<file path="src/rtl/dpr_pkg.sv">
// Shared definitions for the dual-port-RAM stream reader.
package dpr_pkg;

    // Default geometry: 4096 words of 8 bits.
    localparam int DPR_ADDR_W = 12;
    localparam int DPR_DATA_W = 8;

    // Transfer sequencer states.
    typedef enum logic [1:0] {
        IDLE  = 2'd0,
        RUN   = 2'd1,
        DRAIN = 2'd2
    } dpr_state_t;

endpackage

</file>
<file path="src/rtl/dpr_skid_fifo.sv">
// Two-entry output buffer holding {last, data} beats between the RAM read
// port and the stream sink. The head is held stable until it is popped.
module dpr_skid_fifo #(
    parameter int W = 9
) (
    input  logic         clk,
    input  logic         rst,
    input  logic         wr_en,
    input  logic [W-1:0] wr_data,
    input  logic         pop,
    output logic [W-1:0] head,
    output logic         valid,
    output logic [1:0]   count
);

    logic [W-1:0] mem [2];
    logic         wptr;
    logic         rptr;
    logic [1:0]   cnt;
    logic         do_pop;
    logic         do_wr;

    // Pop only a present entry; a write into a full buffer is accepted only
    // when the head leaves in the same cycle, so nothing is ever overwritten.
    always_comb begin
        do_pop = pop && (cnt != 2'd0);
        do_wr  = wr_en && ((cnt != 2'd2) || do_pop);
    end

    // Storage, pointers and occupancy; everything clears on reset so the
    // head reads as zero afterwards.
    always_ff @(posedge clk) begin
        if (rst) begin
            mem[0] <= '0;
            mem[1] <= '0;
            wptr   <= 1'b0;
            rptr   <= 1'b0;
            cnt    <= 2'd0;
        end else begin
            if (do_wr) begin
                mem[wptr] <= wr_data;
                wptr      <= ~wptr;
            end
            if (do_pop) begin
                rptr <= ~rptr;
            end
            case ({do_wr, do_pop})
                2'b10:   cnt <= cnt + 2'd1;
                2'b01:   cnt <= cnt - 2'd1;
                default: cnt <= cnt;
            endcase
        end
    end

    assign head  = mem[rptr];
    assign valid = (cnt != 2'd0);
    assign count = cnt;

endmodule

</file>
<file path="src/rtl/dpr_stream_reader.sv">
// Reads a block of consecutive RAM words and presents them as a
// valid/ready stream with a last marker. Reads are throttled so that the
// words already buffered plus the one in flight never exceed the two-entry
// output buffer, which still allows one beat per clock with a ready sink.
module dpr_stream_reader
    import dpr_pkg::*;
#(
    parameter int ADDR_W = DPR_ADDR_W,
    parameter int DATA_W = DPR_DATA_W
) (
    input  logic              clk,
    input  logic              rst,
    input  logic              start,
    input  logic [ADDR_W-1:0] base_addr,
    input  logic [ADDR_W:0]   len,
    output logic [ADDR_W-1:0] rd_addr,
    output logic              rd_en,
    input  logic [DATA_W-1:0] ram_rdata,
    output logic              m_valid,
    output logic [DATA_W-1:0] m_data,
    output logic              m_last,
    input  logic              m_ready,
    output logic              busy,
    output logic              done
);

    dpr_state_t        state_q;
    dpr_state_t        state_d;
    logic [ADDR_W-1:0] addr_q;
    logic [ADDR_W-1:0] rd_addr_q;
    logic [ADDR_W:0]   len_q;
    logic [ADDR_W:0]   issued_q;
    logic              inflight_p1;
    logic              inflight_last_p1;
    logic              done_q;
    logic              done_d;

    logic [DATA_W:0]   fifo_head;
    logic              fifo_valid;
    logic [1:0]        fifo_count;
    logic              pop;
    logic [2:0]        occ;
    logic              room;
    logic              more;
    logic              last_issue;
    logic              accept;

    // Buffer occupancy as it will stand after this cycle's pop and the
    // in-flight word landing; a new read is allowed only if that leaves a slot.
    always_comb begin
        pop    = fifo_valid && m_ready;
        occ    = {1'b0, fifo_count} + {2'b00, inflight_p1} - {2'b00, pop};
        room   = (occ <= 3'd1);
        more   = (issued_q < len_q);
        accept = (state_q == IDLE) && start && (len != '0);
    end

    // Next-state, read issue and completion pulse.
    always_comb begin
        state_d    = state_q;
        rd_en      = 1'b0;
        last_issue = 1'b0;
        done_d     = 1'b0;
        case (state_q)
            IDLE: begin
                if (start) begin
                    if (len == '0) begin
                        done_d = 1'b1;
                    end else begin
                        state_d = RUN;
                    end
                end
            end
            RUN: begin
                if (more && room) begin
                    rd_en = 1'b1;
                    if (issued_q == (len_q - (ADDR_W + 1)'(1))) begin
                        last_issue = 1'b1;
                        state_d    = DRAIN;
                    end
                end
            end
            DRAIN: begin
                if (pop && fifo_head[DATA_W]) begin
                    state_d = IDLE;
                    done_d  = 1'b1;
                end
            end
            default: state_d = IDLE;
        endcase
    end

    // State register and completion pulse.
    always_ff @(posedge clk) begin
        if (rst) begin
            state_q <= IDLE;
            done_q  <= 1'b0;
        end else begin
            state_q <= state_d;
            done_q  <= done_d;
        end
    end

    // Transfer parameters, read address and issue count; start is only
    // honoured from IDLE so a busy transfer keeps its parameters.
    always_ff @(posedge clk) begin
        if (rst) begin
            addr_q    <= '0;
            rd_addr_q <= '0;
            len_q     <= '0;
            issued_q  <= '0;
        end else if (accept) begin
            addr_q   <= base_addr;
            len_q    <= len;
            issued_q <= '0;
        end else if (rd_en) begin
            addr_q    <= addr_q + ADDR_W'(1);
            rd_addr_q <= addr_q;
            issued_q  <= issued_q + (ADDR_W + 1)'(1);
        end
    end

    // Track the read whose data arrives next cycle and whether it is the last.
    always_ff @(posedge clk) begin
        if (rst) begin
            inflight_p1      <= 1'b0;
            inflight_last_p1 <= 1'b0;
        end else begin
            inflight_p1      <= rd_en;
            inflight_last_p1 <= last_issue;
        end
    end

    dpr_skid_fifo #(
        .W (DATA_W + 1)
    ) u_fifo (
        .clk     (clk),
        .rst     (rst),
        .wr_en   (inflight_p1),
        .wr_data ({inflight_last_p1, ram_rdata}),
        .pop     (pop),
        .head    (fifo_head),
        .valid   (fifo_valid),
        .count   (fifo_count)
    );

    assign rd_addr = rd_en ? addr_q : rd_addr_q;
    assign m_valid = fifo_valid;
    assign m_data  = fifo_head[DATA_W-1:0];
    assign m_last  = fifo_valid && fifo_head[DATA_W];
    assign busy    = (state_q != IDLE);
    assign done    = done_q;

endmodule

</file>
<file path="config.mk">
export PLATFORM = sky130hd
export DESIGN_NAME = dpr_stream_reader
export DESIGN_NICKNAME = d
export VERILOG_FILES = /design/src/rtl/dpr_pkg.sv /design/src/rtl/dpr_skid_fifo.sv /design/src/rtl/dpr_stream_reader.sv
export SDC_FILE = /design/constraint.sdc
export NUM_CORES = 1
export LEC_CHECK = 0
export ABC_AREA = 1
export CAP_MARGIN = 10
export CORE_UTILIZATION = 40
export DETAILED_ROUTE_END_ITERATION = 16
export SYNTH_ARGS = -nofsm -noshare
export SYNTH_HDL_FRONTEND = slang
export SYNTH_SLANG_ARGS = --single-unit
export TNS_END_PERCENT = 30
</file>
<file path="constraint.sdc">
create_clock -name clk -period 10.85 [get_ports clk]
set_clock_uncertainty 0.2 [all_clocks]
set_input_delay 2.17 -clock clk [delete_from_list [all_inputs] [get_ports clk]]
set_output_delay 2.17 -clock clk [all_outputs]
set_load 0.1 [all_outputs]
</file>
After elaboration in Yosys (flattened, before gate mapping)
Memories as Yosys holds them, arrays and structs flattened. A register that Yosys moved wholly into a read port is not among the register bits.
Index checks and enable logic that the tools add are counted.
{"block": "word_totals", "inputBits": 37, "mem_bits_rw": 18, "ff_bits": 59, "memories": 1, "out_inout_bits": 25}
{"memory": "u_fifo.mem", "words": 2, "width": 9, "read_ports": 1, "rd_ports_with_merged_regs": 1, "write_ports": 2, "line_no": "dpr_skid_fifo.sv:16", "rtl": "logic [W-1:0] mem [2];"}
{"block": "op_classes", "add_sub_neg": 7, "n_mux": 27, "order_cmp": 2, "reduce_logical": 20, "bitwise": 4, "eq_ne": 11}
{"cell": "$mux 12", "n": 3}
{"cell": "$mux 1", "n": 15}
{"cell": "$add 13x1->13 const B", "n": 1}
{"cell": "$eq 13x13->1", "n": 1}
{"cell": "$logic_not 13->1", "n": 1}
{"cell": "$lt 13x13->1", "n": 1}
{"cell": "$reduce_bool 13->1", "n": 1}
{"cell": "$sub 13x1->13 const B", "n": 1}
{"cell": "$add 12x1->12 const B", "n": 1}
{"cell": "$ne 2x2->1 const B", "n": 6}
{"cell": "$mux 2", "n": 5}
{"cell": "$mux 9", "n": 1}
{"cell": "$reduce_or 9->1", "n": 1}
{"cell": "$logic_and 1x1->1", "n": 8}
{"cell": "$reduce_bool 2->1", "n": 4}
{"cell": "$pmux 2 s3", "n": 1}
{"cell": "$reduce_and 5->1", "n": 1}
{"cell": "$eq 2x1->1 const B", "n": 2}
{"cell": "$eq 2x2->1 const B", "n": 2}
{"cell": "$not 1->1", "n": 4}
{"cell": "$pmux 2 s2", "n": 1}
{"cell": "$add 2x1->3", "n": 1}
{"cell": "$le 3x1->1 const B", "n": 1}
{"cell": "$reduce_or 3->1", "n": 1}
{"cell": "other kinds (7)", "n": 7}

Longest topological paths before layout
Gate-level depths: netlist (run 1).
{"block": "depth", "word_depth": 10, "ltp_mapped": 15, "ltp_nobuf": 14}

By module
From an unflattened synthesis (run 1), not the netlist that was laid out.
{"block": "unflattened", "hier_cells": 654, "hier_area_um2": 4704.5}
{"module": "dpr_stream_reader", "cells_per_inst": 559, "area_per_inst_um2": 3624.7, "instances": 1}
{"module": "dpr_skid_fifo", "cells_per_inst": 95, "area_per_inst_um2": 1079.8, "instances": 1}

Worst setup path before layout (run 1)
OpenSTA, ideal clock, no wires.
{"block": "synth_path", "path_type": "input -> output", "from": "input m_ready", "to": "output rd_addr[0]", "t_required_ns": 8.480, "t_arrival_ns": 4.749, "path_slack_ns": 3.731, "stages": 15, "path_cell_list": "inv_1 -> nor2_1 -> ha_1 -> inv_1 -> ha_1 -> inv_1 -> fa_1 -> or2_2 -> nand3_1 -> nor2_2 -> nand2_2 -> buf_6 -> buf_6 -> nand2_1 -> nand2_1"}
{"block": "synth_via", "elab_chain_len": 7}
{"element": "from (decl)", "line_no": "dpr_stream_reader.sv:22", "rtl": "input logic m_ready,"}
{"element": "$logic_and 1x1->1", "line_no": "dpr_stream_reader.sv:51", "rtl": "pop = fifo_valid && m_ready;"}
{"element": "$sub 3x1->3", "line_no": "dpr_stream_reader.sv:52", "rtl": "occ = {1'b0, fifo_count} + {2'b00, inflight_p1} - {2'b00, pop};"}
{"element": "$le 3x1->1", "line_no": "dpr_stream_reader.sv:53", "rtl": "room = (occ <= 3'd1);"}
{"element": "$logic_and 1x1->1", "line_no": "dpr_stream_reader.sv:75", "rtl": "if (more && room) begin"}
{"element": "$mux 1", "line_no": "dpr_stream_reader.sv:75"}
{"element": "$mux 1", "line_no": "dpr_stream_reader.sv:64", "rtl": "case (state_q)"}
{"element": "$mux 12"}
{"element": "to (decl)", "line_no": "dpr_stream_reader.sv:16", "rtl": "output logic [ADDR_W-1:0] rd_addr,"}
No other way between the ends.

Worst setup path in the final report (run 1)
{"block": "layout_path", "from": "input m_ready", "to": "output rd_addr[11]"}
Same word-level chain as after synthesis.

==> results of run 1 <==
==> area by class of cell <==
class | instances | area (um^2)
Fill cell | 1145 | 5740
Multi-Input combinational cell | 474 | 2470
Sequential cell | 78 | 1740
Timing Repair Buffer | 61 | 611
Inverter | 90 | 338
Clock buffer | 9 | 225
Tap cell | 143 | 179
Clock inverter | 7 | 62.6
==> metrics by stage <==
step	std cells	util (%)	worst slack (ps)	hold slack [ps]	total power (uW)
after floorplan	661	-	3730	226	739
after detailed placement	846	47.0	2160	255	839
final	862	49.5	2180	271	1130
after global placement	846	47.0	2240	241	831
after CTS	862	49.5	2130	265	1140
after global routing	862	49.5	1850	295	1190
==> cells in the mapped netlist, types with 2 or more instances <==
cell      count
nor3_1        8
nor3_2        2
buf_2         5
nand4_1       5
nor4_1        2
xnor2_1       8
or2_1         2
mux2_2        8
nor2_4        2
o21ai_0      41
buf_4         3
nand3_1      38
a21oi_1      48
nor2_1       95
o21ai_1      16
edfxtp_1     18
dfxtp_1      60
ha_1         19
nand3b_1      4
nand2_1     144
clkbuf_1      7
buf_6         3
inv_2         5
inv_1        85
xor2_1       15
nor2_2        6
==> flip-flops by register name, summed over array words and instances, names as in the netlist, named ones only <==
| signal | count |
|---|---|
| rd_addr_q | 12 |
| state_q | 2 |
| u_fifo.wptr | 1 |
| u_fifo.count | 2 |
| issued_q | 13 |
| inflight_last_p1 | 1 |
| u_fifo.rptr | 1 |
| u_fifo.mem | 18 |
| addr_q | 12 |
| len_q | 13 |
| inflight_p1 | 1 |
| done | 1 |
==> worst max-delay path by stage <==
stage / to / slack (ps) / cells past startpoint
5_1_grt: rd_addr[11] / 1850 / 15
3_3_place_gp: rd_addr[9] / 2240 / 15
3_5_place_dp: rd_addr[11] / 2160 / 15
2_1_floorplan: rd_addr[0] / 3730 / 15
4_1_cts: rd_addr[11] / 2130 / 15
6_report: rd_addr[11] / 2180 / 15
==> critical path, stage by stage <==
cell	delay (ps)
clkdlybuf4s50_1	460
inv_1	50
nor2_1	290
ha_1	300
inv_1	60
ha_1	140
inv_1	50
fa_1	370
or2_2	300
nand3_1	100
nor2_2	70
nand2_2	500
o21ai_0	220
inv_1	90
clkdlybuf4s50_1	1130
==> cell families (layout without fill, tap and decap cells) <==
group | count (synthesis) | after routing | synth area share (%)
simple gates | 316 | 316 | 29.3
buf+inv | 109 | 167 | 9.63
compound gates | 106 | 106 | 11.7
flops | 78 | 78 | 37.3
xor+xnor | 23 | 23 | 4.32
fa+ha+maj | 20 | 20 | 5.52
mux | 9 | 9 | 2.15
==> per-layer routing <==
metal  GRT usage [%]  part of all wire, %
met5               0                    0
met4            5.43                  1.4
met3            5.88                  5.4
met2            32.0                   46
met1            25.5                   47
==> power by group through the flow <==
stage               logic [uW]  registers, uW  clock network [uW]
detailed placement         476            363                   0
floorplan                  387            352                   0
CTS                        478            356                 302
global placement           469            362                   0
global route               514            361                 316
finish                     475            356                 296
==> summary.md, run 1 <==
The number of cells on the worst reg-to-reg path was 14. The run gives 38 as the count of unique library cells instantiated by Yosys. For the number of hold-slack violations in the final timing report, the log shows 0.

For this design the total switching power over the nets is 512 uW. For this block, the initial DRC count from the detailed router was 152. The Yosys step of the flow raised 0 warnings. The tools report the kind of start point of the critical path as an input pin. The total number of clock tree sinks came out at 78. Summed over all layers, the global routing overflow is 0. The tools report the total I/O pin count as 62. The run gives 7030 ps as the setup slack on the worst flop-to-flop path.

The relative contribution of the clock network to total power is 26.2%. After layout, the worst path uses 79.9% of the clock period. The tools report the remaining antenna violation count after routing as 0. The tools report the number of antenna repair diodes as 0. For this run, asynchronously set or reset flops after synthesis account for 0%.

The worst hold path terminates at u_fifo.rptr$_SDFFE_PP0P_. The number of antenna violations at the first check in global routing was 0. In this run switching power makes up 45.4% of total power. The die is 110 um tall. The max-slew violation count came out at 0. After clock tree synthesis, the repair step resized 0 gates. The leakage power was 0.00247 uW. The hold path startpoint was u_fifo.rptr$_SDFFE_PP0P_.

The hold-critical path depth was 1; the endpoint arrival time on the critical path was 6300 ps. The worst pin sits at a relative slew slack of 33.9%. The finished cells cover 5630 um^2. Setup violations remaining at the end of the flow were counted as 0.

The post-route minimum period was 8670 ps; the worst-case clock buffer depth was 2. Sequential cells burn 31.6% of the power. In this run the post-CTS setup repair buffer count came out at 0. In this run the tool buffered the top-level ports with 61 buffer cells.

In this run the worst path has a maximum fanout of 39. The tools report the worst-skew pair later-pin latency as 340 ps. Count of mapped cells out of synthesis: 661.

The number of synthesized register bits is 78, and the layout overhead on the synthesized area is 20.7%. The region available for standard cell placement spans 11400 um^2. After routing, the total negative slack on setup checks comes to 0 ps. Setup repair after global routing left no endpoint under its margin. When the netlist entered floorplanning its net count stood at 718. After detailed placement, the total cell area comes to 5340 um^2.

The first global-routing pass estimated 18.3 mm of wire. The run gives 0.834 as the final weighted congestion of routability-driven global placement. The net count of the finished layout is 771. In this run, the combinational gates consume 42.1% of the power. Summing every instance area after synthesis gives 4670 um^2.

The tool flagged a number of max-cap violations equal to 0. The logs give 615 uW for the internal power of the cells and 12100 um^2 for the total die area. Sorting the synthesized cells by area gives the leading types as dfxtp_1 (26%), edfxtp_1 (12%), nand2_1 (12%), nor2_1 (7.6%), inv_1 (6.8%). The initialized floorplan defines 39 standard-cell rows.

Element type at the critical path end: an output pin. For this block, the routed nets add up to 11.1 mm of wire. The startpoint identified for the worst register-to-register timing path is u_fifo.count[1]$_SDFFE_PP0P_. Cell accounting for the most synthesized area: dfxtp_1.

The run gives 115 MHz as the maximum clock frequency. In this run the critical register-to-register path is captured at addr_q[4]$_SDFFE_PP0P_. The power per unit of standard cell area came out at 200 nW/um^2.

In this run the number of H-tree levels came out at 3. Global routing consumed, over all layers together, 19.8% of the routing resources. Most common library cell in the layout ignoring fill and taps: nand2_1. Dividing the synthesized area by the synthesized cell count gives 7.06 um^2.

The clock buffer count from CTS was 9. The half-perimeter wire length after detailed placement was 8.22 mm; the worst-case vdd ir drop was 192 uV. TritonCTS built the clock tree. The data required time at the worst endpoint is 8480 ps.

The run gives 4 as the total iterations of the first detailed-routing run. In this run the clock root is driven by a clkbuf_16. Clock-pin slew was measured on the worst setup and hold paths at 70 ps. The width of the die is 110 um, and the remaining design rule violation count is 0. The via count of the first global-routing pass was 3924; the vias per cell was 4.93. Detailed routing inserted a total of 4247 vias. For the pin with the worst max-slew slack, the measured transition is 988 ps.

The share of synthesized area in the top cell type comes to 25.7%. Leaving out fill and tap cells, the most frequent cells in the layout are nand2_1 (144), nor2_1 (95), inv_1 (85). The launch point of the critical path is m_ready.

The critical path is of the input pin to output pin type. Entering global routing, the biggest net connects 40 pins. For the starting density of the core, the log shows 41.0%. The worst hold path belongs to the class flop to flop. In this run, post-CTS hold repair placed 0 buffers. Dividing the detail-routed wire length by the instance count gives 12.9 um. The share of final-layout standard cells stronger than drive strength 1 came out at 6.26%. The run finished with clean final reports. The synthesized design contains 18 enable-type register cells.

Sequential cells were found to cover 37.3% of the synthesized design area. In the synthesized netlist the dominant register cell turns out to be dfxtp_1.
Power figures use the tool's default switching activity.
==> inputs of run 2 (changes only) <==
==> constraint.sdc (replaced) <==
create_clock -name clk -period 8.8 [get_ports clk]
set_clock_uncertainty 0.2 [all_clocks]
set_input_delay 1.76 -clock clk [delete_from_list [all_inputs] [get_ports clk]]
set_output_delay 1.76 -clock clk [all_outputs]
set_load 0.1 [all_outputs]
==> summary.md, run 2 (synthesis results as in run 1) <==
The clock-pin slew of the registers on the worst-case setup and hold paths was 70 ps (about the same). The per-cell routed wire length works out to 12.8 um (-0.23%). The library cell used most frequently in the layout, excluding fill and tap cells, is nand2_1. The number of buffers added to fix hold violations after cts was 0 (unchanged); the half-perimeter wire length after detailed placement was 8.17 mm (-0.59%). The post-route minimum period was 7440 ps.

The maximum number of pins on one net before global-route repair was 40 (unchanged). The global-route usage over all layers came out at 19.4% (-0.36 points). The worst min-delay path category was flop to flop. The multi-input combinational cell area is 2470 um^2 (unchanged), and the actual transition at the worst max-transition pin is 993 ps (+4.35 ps).

The most numerous cell type found on the critical path is inv_1. The power per unit of standard cell area works out to 254 nW/um^2 (+27%). For the met3 wirelength from detailed routing, the log shows 599 um (-0.33%).

Number of filler instances in the final layout: 1148 (+0.26%). For this design, the slowest cell found on the critical path is clkdlybuf4s50_1. The number of gates given a new drive strength after cts was 0 (unchanged). For the routed via count, the log shows 4236 (-0.26%).

Width of the die: 110 um (unchanged). The logs give 9 (unchanged) for the clock buffer count from CTS and 0 (unchanged) for the aggregate global routing overflow. Data required time at the worst endpoint: 6840 ps (-1640 ps).

The via count of the first global-routing pass is 3876 (-1.2%). The total number of clock tree sinks came out at 78 (unchanged). The flow ran to the end, and the final reports show no timing, DRC or antenna violations.

The chip height is 110 um (unchanged), and the maximum clock frequency is 134 MHz. The leakage power was 0.00252 uW (+2.2%); the share of final-layout standard cells stronger than drive strength 1 was 8.06% (+1.8 points). The largest registers in the layout are u_fifo.mem: 18 flops, issued_q: 13 flops, len_q: 13 flops. The maximum fanout encountered on the critical timing path works out to 18 (-54%). The tools report the number of hold-slack violations in the final timing report as 0 (unchanged).

The worst hold slack across all endpoints is 256 ps (-15.1 ps). Counting flops per register, the top entry is u_fifo.mem. The flip-flop count of the largest register, all copies and words added is 18 (unchanged), and the worst-case vdd ir drop is 220 uV (+15%).

H-tree level count: 3 (unchanged). The run gives 0 (unchanged) as the max-capacitance violation count. The logs give 0 (unchanged) for the number of buffers inserted by post-CTS setup repair and 39 (unchanged) for the count of standard-cell rows. The starting density of the core came out at 41.0% (unchanged).

The total die area came out at 12100 um^2 (unchanged). The logs give 5480 ps (-820 ps) for the endpoint arrival time on the critical path and 772 (+0.13%) for the net count of the finished layout. The worst setup path is captured at an output pin. The routed length on met2 is 5.27 mm (+2.7%), and the total I/O pin count is 62 (unchanged). The count of port buffers added during placement came out at 61 (unchanged).

For the detailed-route wire length on metal 1, the log shows 5.10 mm (-1.9%). For the remaining antenna violation count after routing, the log shows 0 (unchanged). For the number of antenna violations at the first check in global routing, the log shows 0 (unchanged). Initial DRC count: 217 (+43%).

The critical path goes through clkdlybuf4s50_1 -> inv_1 -> nor2_1 -> ha_1 -> inv_1 -> ha_1 -> inv_1 -> fa_1 -> nand3_1 -> nand3b_1 -> nor2_4 -> buf_4 -> clkdlybuf4s50_1. Remaining design rule violation count: 0 (unchanged). The relative max-transition margin is 33.6% (-0.29 points), and the vias per cell is 4.91 (-0.37%). The critical path in this run is classified as input pin to output pin.

The aggregate routed wire length came out at 11.1 mm (-0.12%). The run gives 4 (unchanged) as the total iterations of the first detailed-routing run. The tools report the clock root buffer master as clkbuf_16. Setup repair after global routing left no endpoint under its margin. The number of failing setup endpoints in the final timing report is 0 (unchanged), and the worst-case clock buffer depth is 2 (unchanged).

The number of antenna repair diodes was 0 (unchanged). The highest metal layer carrying signal wires in the routed design is met4. The area of the core is 11400 um^2 (unchanged). TritonCTS built the clock tree. The placed cell area was 5320 um^2 (-0.42%); the final sum of negative setup slack was 0 ps (unchanged). In the layout the commonest cells are nand2_1 (144), nor2_1 (95), inv_1 (85).

The final weighted congestion of routability-driven global placement came out at 0.831 (-0.40%). The tools report the global-route wire length before repair as 18.1 mm (-1.2%). The longest individual stage delay on the worst path is 1200 ps (+70 ps), and the register area is 1740 um^2 (unchanged).

The final standard cell area without fillers is 5650 um^2 (+0.31%). Of the available clock period, the critical path in the final layout requires 84.6%. The max-slew violation count is 0 (unchanged), and the layout overhead on the synthesized area is 21.1%. The worst-skew pair later-pin latency is 330 ps (about the same).

The worst setup path is launched from an input pin.
run 2: cell count changes in the layout (fill, tap and decap cells not counted):
cell,before,now
clkinvlp_4,3,0
inv_6,2,3
clkdlybuf4s50_1,61,49
buf_4,0,13
clkinv_2,0,1
inv_8,2,1
bufinv_16,0,2
run 2: final cells by class:
class / count / share of cell area, %
timing repair buffer: 62 / 10.4
clock buffer: 9 / 3.99
inverter: 90 / 5.98
multi-input combinational: 474 / 43.8
clock inverter: 7 / 1.82
sequential: 78 / 30.8
tap: 143 / 3.17
run 2: per-layer routing:
metal,vias to the layer above,track usage [%]
met1,1913,25.1
met3,9,3.59
met4,0,5.90
li1,2225,-
met2,89,32.7
met5,-,0
run 2: power by group:
| group | total (uW) | internal [uW] | switching (uW) | leakage, uW |
|---|---|---|---|---|
| registers | 439 | 406 | 32.8 | 0.000678 |
| clock network | 415 | 253 | 162 | 0.000163 |
| logic | 579 | 149 | 431 | 0.00168 |
run 2: through the flow:
stage,total power (uW),instances,utilization (%),setup WS (ps)
finish,1430,863,49.7,1360
global route,1510,863,49.7,1190
CTS,1450,863,49.7,1350
detailed placement,1030,847,46.8,1370
global placement,1020,847,46.8,1450
floorplan,911,661,-,2500
run 2: worst max-delay path: cells and delay by family:
kind | cells | cell delay (ps)
buf+inv | 6 | 2070
simple gates | 4 | 730
fa+ha+maj | 3 | 920
run 2: final timing paths:
path,from,depth (start not counted),endpoint,slack (ps)
worst max-delay path,m_ready,13,rd_en,1360
worst min-delay path,u_fifo.rptr$_SDFFE_PP0P_,1,flop,260
worst max register to register,u_fifo.count[1]$_SDFFE_PP0P_,14,addr_q[9]$_SDFFE_PP0P_,4980
worst min register to register,u_fifo.rptr$_SDFFE_PP0P_,1,flop,260
==> inputs of run 3 (changes only) <==
==> constraint.sdc (replaced) <==
create_clock -name clk -period 6.3 [get_ports clk]
set_clock_uncertainty 0.2 [all_clocks]
set_input_delay 1.26 -clock clk [delete_from_list [all_inputs] [get_ports clk]]
set_output_delay 1.26 -clock clk [all_outputs]
set_load 0.1 [all_outputs]
==> summary.md, run 3 (synthesis results as in run 1) <==
The run gives 2470 um^2 (unchanged) as the multi-input combinational cell area. The worst-case clock buffer depth is 2 (unchanged). The data required time at the worst endpoint was 4840 ps (-2000 ps); the aggregate routed wire length was 11.2 mm (+1.1%). The global-route usage over all layers was 19.8% (+0.43 points). The total I/O pin count came out at 62 (unchanged).

The total number of clock tree sinks is 78 (unchanged). Derived from the worst setup path, the maximum achievable clock frequency is 172 MHz. The relative max-transition margin is 34.8% (+1.2 points).

The run gives 4360 ps (-1120 ps) as the endpoint arrival time on the critical path. Count of port buffers added during placement: 61 (unchanged). The kind of start point of the critical path was an input pin.

The class of the most critical setup path is input pin to output pin. The share of final-layout standard cells stronger than drive strength 1 is 8.31% (+0.25 points). The flow ran to the end, and the final reports show no timing, DRC or antenna violations. The maximum fanout encountered on the critical timing path is 25 (+7), and the initial DRC count is 219 (+0.92%). The post-route minimum period works out to 5820 ps.

The number of buffers added to fix hold violations after cts is 0 (unchanged). STA classifies the critical path endpoint as an output pin. Setup repair after global routing left no endpoint under its margin.

The actual transition at the worst max-transition pin came out at 975 ps (-17.4 ps). The library cell used most frequently in the layout, excluding fill and tap cells, is nand2_1. The logs give 3903 (+0.70%) for the via count of the first global-routing pass and 340 ps (about the same) for the worst-skew pair later-pin latency. The clock buffer count from CTS was 9 (unchanged); the global-route wire length before repair was 18.5 mm (+2.1%). On the critical path, the stage with the largest delay is an instance of fa_1. The share of the core filled with cells was 51.0% (+1.3 points). TritonCTS built the clock tree.

The H-tree level count is 3 (unchanged), and the number of antenna violations at the first check in global routing is 0 (unchanged). The area growth from synthesis to layout is 24.2%. The per-cell routed wire length was 12.9 um (+0.91%); the max-slew violation count was 0 (unchanged). The run gives 0 ps (unchanged) as the final sum of negative setup slack.

For the routed via count, the log shows 4257 (+0.50%). Vias per cell: 4.92 (+0.26%). The remaining design rule violation count came out at 0 (unchanged).

The total die area was 12100 um^2 (unchanged). The net count of the finished layout came out at 774 (+0.26%). The signal on the critical path passes through clkdlybuf4s50_1 -> inv_1 -> nor2_1 -> ha_1 -> inv_1 -> ha_1 -> inv_1 -> fa_1 -> nand3_1 -> nor2_2 -> nand2_2 -> o21ai_0 -> inv_1 -> buf_12.

The final weighted congestion of routability-driven global placement is 0.832 (+0.12%). The tools report the leakage power as 0.00256 uW (+1.6%). The number of buffer and inverter instances along the worst setup path was 6 (unchanged); the register area was 1740 um^2 (unchanged).

The top cell types in the final layout, fill and taps aside, are nand2_1 (144), nor2_1 (95), inv_1 (85). The worst-case vdd ir drop is 375 uV (+71%), and the starting density of the core is 41.0% (unchanged). The chip height came out at 110 um (unchanged). The aggregate global routing overflow came out at 0 (unchanged). The clock-pin slew of the registers on the worst-case setup and hold paths is 60 ps (about the same), and the number of buffers inserted by post-CTS setup repair is 0 (unchanged). Area of the core: 11400 um^2 (unchanged). Total iterations of the first detailed-routing run: 5 (+1). The number of failing setup endpoints in the final timing report is 0 (unchanged). Counting stages on the worst path, the most repeated cell is inv_1. Half-perimeter wire length after detailed placement: 8.28 mm (+1.4%). The run gives 0 (unchanged) as the number of gates given a new drive strength after cts. The largest registers in the layout are u_fifo.mem: 18 flops, issued_q: 13 flops, len_q: 13 flops. The run gives 0 (unchanged) as the max-capacitance violation count. The number of antenna repair diodes came out at 0 (unchanged). The number of hold-slack violations in the final timing report was 0 (unchanged). The register with the most flip-flops was u_fifo.mem. The power per unit of standard cell area is 355 nW/um^2 (+40%). Maximum number of pins on one net before global-route repair: 37 (-7.5%).

In this design, the largest share of critical-path delay is due to adder cells. The number of filler instances in the final layout came out at 1141 (-0.61%). The remaining antenna violation count after routing came out at 0 (unchanged). The period utilization was 92.4%; the worst hold slack across all endpoints was 266 ps (+10.2 ps). The tightest min-delay check is of the flop to flop type. The run gives 39 (unchanged) as the count of standard-cell rows. The longest individual stage delay on the worst path is 500 ps (-700 ps).

The flip-flop count of the largest register, all copies and words added works out to 18 (unchanged). The tree is rooted in a clkbuf_16. The width of the die came out at 110 um (unchanged).
run 3: changes by cell type in the layout (fill, tap and decap cells not counted):
cell	before	now
inv_6	3	1
buf_4	13	3
buf_12	0	13
clkdlybuf4s50_1	49	48
inv_8	1	0
bufinv_16	2	1
clkinv_4	0	3
clkbuf_1	0	1
run 3: routing by layer:
layer	vias to the layer above	wire length [um]	track usage [%]
li1	2229	-	-
met1	1913	5270	26.4
met2	101	5200	31.8
met3	14	594	4.70
met4	0	131	5.81
met5	-	0	0
run 3: where the power goes:
| part | total (uW) | internal, uW | switching [uW] |
|---|---|---|---|
| registers | 614 | 568 | 46.2 |
| clock network | 524 | 310 | 214 |
| logic | 918 | 294 | 624 |
run 3: cell type report:
class,instances,share of cell area [%]
Sequential cell,78,30.1
Timing Repair Buffer,64,13.2
Clock buffer,10,3.95
Tap cell,143,3.09
Inverter,90,5.83
Clock inverter,6,1.21
Multi-Input combinational cell,474,42.7
run 3: worst register-to-register path: stages (launching register included):
cell and delay, ps:
dfxtp_1 420, nor2_1 100, nor2_1 300, ha_1 300, inv_1 60, ha_1 130
inv_1 50, fa_1 380, or2_2 300, nand3_1 120, nor2_2 80, nand2_2 350
buf_4 310, nand2_1 280, o21ai_0 250, nor2_1 60
run 3: worst paths after layout:
| check | startpoint | endpoint | slack [ps] | depth (start not counted) |
|---|---|---|---|---|
| max reg2reg | u_fifo.count[1]$_SDFFE_PP0P_ | addr_q[11]$_SDFFE_PP0P_ | 2510 | 15 |
| min reg2reg | u_fifo.rptr$_SDFFE_PP0P_ | u_fifo.rptr$_SDFFE_PP0P_ | 270 | 1 |
| max | m_ready | rd_addr[6] | 480 | 14 |
| min | u_fifo.rptr$_SDFFE_PP0P_ | u_fifo.rptr$_SDFFE_PP0P_ | 270 | 1 |
run 3: metrics by stage:
stage / cells / setup slack, ps / total power (uW) / area [um^2]
floorplan: 661 / 1000 / 1270 / 4670
global placement: 849 / 592 / 1530 / 5500
detailed placement: 849 / 472 / 1540 / 5500
CTS: 865 / 446 / 2070 / 5800
global route: 865 / 220 / 2170 / 5800
finish: 865 / 478 / 2060 / 5800
